[config.mk]
export PLATFORM = sky130hd
export DESIGN_NAME = conv_pool_engine
export DESIGN_NICKNAME = d
export VERILOG_FILES = /design/src/rtl/conv_pool_engine.sv
export SDC_FILE = /design/constraint.sdc
export NUM_CORES = 2
export LEC_CHECK = 0
export ABC_AREA = 1
export CAP_MARGIN = 20
export CORE_MARGIN = 8
export CORE_UTILIZATION = 40
export DETAILED_ROUTE_END_ITERATION = 8
export SKIP_CTS_REPAIR_TIMING = 1
export SYNTH_ARGS = -nofsm -noshare
export SYNTH_HDL_FRONTEND = slang
export SYNTH_SLANG_ARGS = --single-unit
[constraint.sdc]
create_clock -name clk -period 16.9 [get_ports clk]
set_input_delay 1.69 -clock clk [delete_from_list [all_inputs] [get_ports clk]]
set_output_delay 1.69 -clock clk [all_outputs]
set_load 0.05 [all_outputs]
[src/rtl/conv_pool_engine.sv]
// conv_pool_engine: 3x3 zero-padded stride-1 convolution with per-kernel bias and ReLU over a
// 2^IMG_LOG2 square image, plus an optional 2x2 max-pool and interleaved flatten pass.
module conv_pool_engine #(
  parameter int IMG_LOG2 = 6,
  parameter int NUM_KER  = 2,
  parameter int DATA_W   = 20
) (
  input  logic                    clk,
  input  logic                    reset,
  input  logic                    ready,
  output logic                    busy,
  input  logic                    pool_en,
  input  logic                    kwr,
  input  logic [5:0]              kaddr,
  input  logic [DATA_W-1:0]       kdata,
  output logic [2*IMG_LOG2-1:0]   iaddr,
  input  logic [DATA_W-1:0]       idata,
  output logic                    cwr,
  output logic [2*IMG_LOG2-1:0]   caddr_wr,
  output logic [DATA_W-1:0]       cdata_wr,
  output logic                    crd,
  output logic [2*IMG_LOG2-1:0]   caddr_rd,
  input  logic [DATA_W-1:0]       cdata_rd,
  output logic [2:0]              csel
);
  localparam int IL = IMG_LOG2;
  localparam int AW = 2 * IMG_LOG2;
  localparam int KW = (NUM_KER > 1) ? $clog2(NUM_KER) : 1;
  localparam logic [KW-1:0] KLAST = KW'(NUM_KER - 1);
  localparam logic [KW-1:0] KONE  = KW'(1);
  localparam logic [1:0]    KMAX  = 2'(NUM_KER - 1);
  localparam logic [AW-1:0] KMUL  = AW'(NUM_KER);
  localparam logic [IL-1:0] ONE   = IL'(1);
  localparam logic [IL-1:0] TWO   = IL'(2);

  typedef enum logic [2:0] {IDLE, CONV, BIAS, WR0, POOL_RD, WR1, FLAT, DONE} state_t;
  state_t state_q, state_d;

  logic [IL-1:0]            row_q, row_d, col_q, col_d;
  logic [KW-1:0]            k_q, k_d;
  logic [3:0]               t_q, t_d;
  logic [2:0]               p_q, p_d;
  logic signed [43:0]       acc_q, acc_d;
  logic signed [DATA_W-1:0] max_q, max_d;
  logic                     pool_q, pool_d;
  logic [DATA_W-1:0]        coef_q [NUM_KER][10];
  logic [DATA_W-1:0]        coef_d [NUM_KER][10];

  // Tap index t maps row-major onto offsets 0/1/2 meaning -1/0/+1.
  function automatic logic [1:0] tap_dy(input logic [3:0] t);
    case (t)
      4'd0, 4'd1, 4'd2: tap_dy = 2'd0;
      4'd3, 4'd4, 4'd5: tap_dy = 2'd1;
      default:          tap_dy = 2'd2;
    endcase
  endfunction

  function automatic logic [1:0] tap_dx(input logic [3:0] t);
    case (t)
      4'd0, 4'd3, 4'd6: tap_dx = 2'd0;
      4'd1, 4'd4, 4'd7: tap_dx = 2'd1;
      default:          tap_dx = 2'd2;
    endcase
  endfunction

  function automatic logic [IL-1:0] coord(input logic [IL-1:0] b, input logic [1:0] d);
    case (d)
      2'd0:    coord = b - ONE;
      2'd1:    coord = b;
      default: coord = b + ONE;
    endcase
  endfunction

  function automatic logic in_img(input logic [IL-1:0] b, input logic [1:0] d);
    in_img = !((d == 2'd0 && b == '0) || (d == 2'd2 && b == '1));
  endfunction

  // idata arriving now belongs to the tap issued last cycle.
  logic [3:0]               tp;
  logic                     tap_ok;
  logic [DATA_W-1:0]        cf, bias;
  logic signed [2*DATA_W-1:0] mul;
  logic [43:0]              prod_ext, bias_ext;
  logic [DATA_W-1:0]        relu_val;
  logic [AW-1:0]            widx;
  logic                     wr_ok;

  assign tp       = t_q - 4'd1;
  assign tap_ok   = in_img(row_q, tap_dy(tp)) && in_img(col_q, tap_dx(tp));
  assign cf       = coef_q[k_q][tp];
  assign bias     = coef_q[k_q][4'd9];
  assign mul      = $signed(idata) * $signed(cf);
  assign prod_ext = tap_ok ? {{(44-2*DATA_W){mul[2*DATA_W-1]}}, mul} : '0;
  assign bias_ext = {{(28-DATA_W){bias[DATA_W-1]}}, bias, 16'b0};
  assign relu_val = acc_q[43] ? '0 : (acc_q[DATA_W+15:16] + DATA_W'(acc_q[15]));
  assign widx     = AW'({row_q[IL-1:1], col_q[IL-1:1]});
  assign wr_ok    = kwr && (state_q == IDLE) && (kaddr[5:4] <= KMAX) && (kaddr[3:0] <= 4'd9);

  always_ff @(posedge clk or posedge reset) begin
    if (reset) state_q <= IDLE;
    else       state_q <= state_d;
  end

  always_ff @(posedge clk or posedge reset) begin
    if (reset) begin
      row_q  <= '0;
      col_q  <= '0;
      k_q    <= '0;
      t_q    <= '0;
      p_q    <= '0;
      acc_q  <= '0;
      max_q  <= '0;
      pool_q <= 1'b0;
      for (int i = 0; i < NUM_KER; i++)
        for (int j = 0; j < 10; j++)
          coef_q[i][j] <= '0;
    end else begin
      row_q  <= row_d;
      col_q  <= col_d;
      k_q    <= k_d;
      t_q    <= t_d;
      p_q    <= p_d;
      acc_q  <= acc_d;
      max_q  <= max_d;
      pool_q <= pool_d;
      coef_q <= coef_d;
    end
  end

  always_comb begin
    state_d = state_q;
    case (state_q)
      IDLE:    if (ready) state_d = CONV;
      CONV:    if (t_q == 4'd9) state_d = BIAS;
      BIAS:    state_d = WR0;
      WR0:     if (k_q == KLAST && col_q == '1 && row_q == '1)
                 state_d = pool_q ? POOL_RD : DONE;
               else
                 state_d = CONV;
      POOL_RD: if (p_q == 3'd4) state_d = WR1;
      WR1:     state_d = FLAT;
      FLAT:    if (k_q == KLAST && col_q[IL-1:1] == '1 && row_q[IL-1:1] == '1)
                 state_d = DONE;
               else
                 state_d = POOL_RD;
      default: state_d = IDLE;
    endcase
  end

  always_comb begin
    row_d  = row_q;
    col_d  = col_q;
    k_d    = k_q;
    t_d    = t_q;
    p_d    = p_q;
    acc_d  = acc_q;
    max_d  = max_q;
    pool_d = pool_q;
    coef_d = coef_q;
    if (wr_ok) coef_d[kaddr[4 +: KW]][kaddr[3:0]] = kdata;
    case (state_q)
      IDLE: if (ready) begin
        row_d  = '0;
        col_d  = '0;
        k_d    = '0;
        t_d    = '0;
        p_d    = '0;
        acc_d  = '0;
        pool_d = pool_en;
      end
      CONV: begin
        t_d = t_q + 4'd1;
        if (t_q != 4'd0) acc_d = acc_q + prod_ext;
      end
      BIAS: acc_d = acc_q + bias_ext;
      // Counters wrap naturally at N, which also leaves (0,0,0) ready for the pool pass.
      WR0: begin
        acc_d = '0;
        t_d   = '0;
        if (k_q != KLAST) k_d = k_q + KONE;
        else begin
          k_d   = '0;
          col_d = col_q + ONE;
          if (col_q == '1) row_d = row_q + ONE;
        end
      end
      POOL_RD: begin
        p_d = (p_q == 3'd4) ? 3'd0 : p_q + 3'd1;
        if (p_q == 3'd1) max_d = cdata_rd;
        else if (p_q >= 3'd2 && $signed(cdata_rd) > max_q) max_d = cdata_rd;
      end
      FLAT: begin
        if (k_q != KLAST) k_d = k_q + KONE;
        else begin
          k_d   = '0;
          col_d = col_q + TWO;
          if (col_q[IL-1:1] == '1) row_d = row_q + TWO;
        end
      end
      default: ;
    endcase
  end

  always_comb begin
    busy     = (state_q != IDLE);
    iaddr    = '0;
    cwr      = 1'b0;
    caddr_wr = '0;
    cdata_wr = '0;
    crd      = 1'b0;
    caddr_rd = '0;
    csel     = 3'd0;
    case (state_q)
      CONV: if (t_q <= 4'd8)
        iaddr = {coord(row_q, tap_dy(t_q)), coord(col_q, tap_dx(t_q))};
      WR0: begin
        cwr      = 1'b1;
        csel     = 3'(k_q) + 3'd1;
        caddr_wr = {row_q, col_q};
        cdata_wr = relu_val;
      end
      POOL_RD: if (p_q <= 3'd3) begin
        crd      = 1'b1;
        csel     = 3'(k_q) + 3'd1;
        caddr_rd = {row_q + IL'(p_q[1]), col_q + IL'(p_q[0])};
      end
      WR1: begin
        cwr      = 1'b1;
        csel     = 3'(k_q) + 3'd4;
        caddr_wr = widx;
        cdata_wr = max_q;
      end
      FLAT: begin
        cwr      = 1'b1;
        csel     = 3'd7;
        caddr_wr = widx * KMUL + AW'(k_q);
        cdata_wr = max_q;
      end
      default: ;
    endcase
  end
endmodule

==> results.yml <==
global_route:
  grt_max_degree: 158
  grt_pass1_wl_um: 208000
  grt_usage_pct: 21.3
  overflow: 0
  antenna_found_initial: 1
  grt_pass1_vias: 37200
timing:
  fin_worst_hold_slack_ps: 479
  period_minus_slack_ps: 12370
  rsz0062_at_grt: "false"
  tns_ps: 0
  slew_viol_final: 0
  tightest_slew_ps: 1080
  slew_headroom_pct: 27.5
  setup_violations: 0
  skew_ps: 70.7
  hold_violations: 0
  fin_ws_ps: 4530
  period_share_pct: 73.2
  fmax_mhz: 80.8
placement:
  portBuffers: 132
  dp_hpwl_um: 94400
  postPlaceCellArea_um2: 46200
  place_ws_ps: 4720
  gp_congestion: 0.905
  dp_cells: 7030
synth:
  yosysMostFrequentCell: "nand2_1"
  synth_area_um2: 43700
  synth_top_area_share_pct: 28.0
  synth-compound-area-share_pct: 15.6
  synthAdderAreaFrac_pct: 25.7
  synth_commonest_cells: "nand2_1 (1,318), inv_1 (951), o21ai_0 (770), dfrtp_1 (488), nor2_1 (440)"
  yosysSeqAreaShare_pct: 28.0
  ys.warnings.count: 0
  synth_mux_area_share_pct: 0
  async_flop_share_pct: 100
  synth_cells: 5723
  postSynthAreaPerCell_um2: 7.63
  yosysTopAreaCell: "dfrtp_1"
  synth_edf_count: 0
  yosys.area_share.simple_pct: 18.8
  synth_cell_types: 56
  synthTopCellsByArea: "dfrtp_1 (28%), fa_1 (19%), nand2_1 (11%)"
  ys.flop_type: "dfrtp_1"
  ys_ff_latch: 488
  synth_top_family_by_area: "adder cells"
  synth.net_count: 6438
  synth_xor_area_share_pct: 0.862
die:
  core_area_um2: 109000
  die_h_um: 346
  dieWidth_um: 346
  ios: 133
  core.rowCount: 121
  die_area_um2: 120000
  initial_core_util_pct: 40.2
clock_network:
  clockBufferDepth: 3
  cts.reportedPaths.clkPinSlew_ps: 60
  cts_buffers: 54
  htreeDepth: 2
  cts.sinks: 488
  clock-root-buffer: "clkbuf_16"
  cts_tree: "built"
  clkLatencyLatePin_ps: 650
critical_path:
  arrival_ps: 12810
  cp-start-kind: "flop"
  critical_path_class: "reg2reg"
  critPathTopFamily: "adder cells"
  path_max_fanout: 60
  crit_top_cell: "fa_1"
  worstSetupEndpointType: "flop"
  critical_path_required_ps: 17340
  crit_slowest_cell: "dfrtp_4"
  path_buf_inv: 11
  slowest_delay_ps: 760
final_layout:
  area_growth_pct: 10.0
  drive_above_1_share_pct: 4.25
  final_cell_area_um2: 48100
  fin_cells: 7129
  nNetsFinal: 6390
  antenna_cells: 0
drt:
  drc: 0
  avgRoutedWirePerCell_um: 18.2
  dr.pass1.iters: 7
  drt_iter0_markers: 2710
  vias: 37700
  drt-total-wl_um: 130000
  ant_nets: 0
  viasPerCell: 5.29
min_path:
  hp-class: "reg2reg"
power_and_ir_drop:
  leakage_uw: 0.0247
  pwr-share-seq_pct: 47.1
  p_comb_share_pct: 3.5
  p_switching_uw: 583
  p_sw_share_pct: 23.5
  p_int_uw: 1900
  vdd_drop_max_mv: 0.0661
  pwr-share-clk_pct: 49.4
  power.density_nw_per_um2: 51.6
outcome:
  status: "finished, final reports clean"
flow_run:
  cap_violations: 0
==> kinds of logic (layout without fill, tap and decap cells) <==
logic type | Yosys count | in the layout
adders and majority gates | 644 | 644
xor gates and xnor gates | 43 | 43
and+or+nand+nor | 2035 | 2035
DFF | 488 | 488
AOI/OAI and AO/OA | 1236 | 1236
buffers and inverters | 1277 | 1269
==> flip-flops by register name (all words and copies together), names as in the netlist <==
signal,flops
coef_q,400
acc_q,44
max_q,20
col_q,6
row_q,6
t_q,4
p_q,3
state_q,3
k_q,1
pool_q,1
==> power by group through the flow <==
stage	clock [uW]	combinational, uW	sequential, uW
6_report	1230	88.0	1170
3_5_place_dp	0	88.3	1190
4_1_cts	1250	88.5	1170
3_3_place_gp	0	88.1	1190
2_1_floorplan	0	42.3	1190
5_1_grt	1300	97.5	1170
==> final cells by class <==
class	count	area (um^2)
multi-input combinational	3958	26600
inverter	963	3630
clock buffer	76	1560
timing repair buffer	210	1980
sequential	488	12200
clock inverter	20	278
fill	11000	60500
tap	1414	1770
==> through the flow <==
| step | util, % | total power (uW) |
|---|---|---|
| finish | 44.3 | 2480 |
| global placement | 42.5 | 1280 |
| floorplan | - | 1230 |
| detailed placement | 42.5 | 1280 |
| global route | 44.3 | 2560 |
| CTS | 44.2 | 2510 |
==> worst reg2reg max path: cells and delay by family (launching register included) <==
family,cells,cell delay (ps)
DFF,1,760
AOI/OAI and AO/OA,13,2710
buffers and inverters,11,2310
adders and majority gates,10,4840
and+or+nand+nor,11,1590
==> placed cells by master (no fill, tap or decap), drive strengths merged, types with 3 or more instances in the layout <==
| cell | instances |
|---|---|
| nor3 | 38 |
| bufinv | 4 |
| o21bai | 11 |
| a2bb2oi | 3 |
| nand3 | 147 |
| nor4 | 8 |
| o31ai | 7 |
| nand2 | 1329 |
| o22ai | 34 |
| xor2 | 30 |
| clkinv | 20 |
| a22oi | 3 |
| o221ai | 68 |
| o211ai | 28 |
| clkbuf | 76 |
| inv | 957 |
| buf | 78 |
| a21boi | 3 |
| a31oi | 26 |
| a21o | 13 |
| fa | 422 |
| nand3b | 5 |
| a211oi | 10 |
| o32ai | 6 |
| o21ai | 773 |
| a221oi | 5 |
| o21a | 4 |
| nor2 | 446 |
| a22o | 3 |
| a21oi | 231 |
| or2 | 37 |
| xnor2 | 13 |
| nor3b | 3 |
| clkdlybuf4s50 | 132 |
| dfrtp | 488 |
| nand4 | 22 |
| ha | 222 |
==> worst paths after layout <==
| check | start | end | slack [ps] | depth (start not counted) |
|---|---|---|---|---|
| worst max-delay path | t_q[0] | acc_q[29] | 4530 | 45 |
| worst min-delay path | coef_q[237] | coef_q[237] | 480 | 2 |
| worst max register to register | t_q[0] | acc_q[29] | 4530 | 45 |
| worst min register to register | coef_q[237] | coef_q[237] | 480 | 2 |
| max in group asynchronous | reset | coef_q[29] | 12920 | 7 |
| min in group asynchronous | reset | coef_q[180] | 1530 | 2 |
==> routing by layer <==
metal,vias to the layer above,routed length [um],track usage [%]
li1,18000,-,-
met1,18600,57100,28.7
met2,986,63900,37.0
met3,176,6170,1.86
met4,0,2770,4.96
met5,-,0,0
Power figures use the tool's default switching activity.
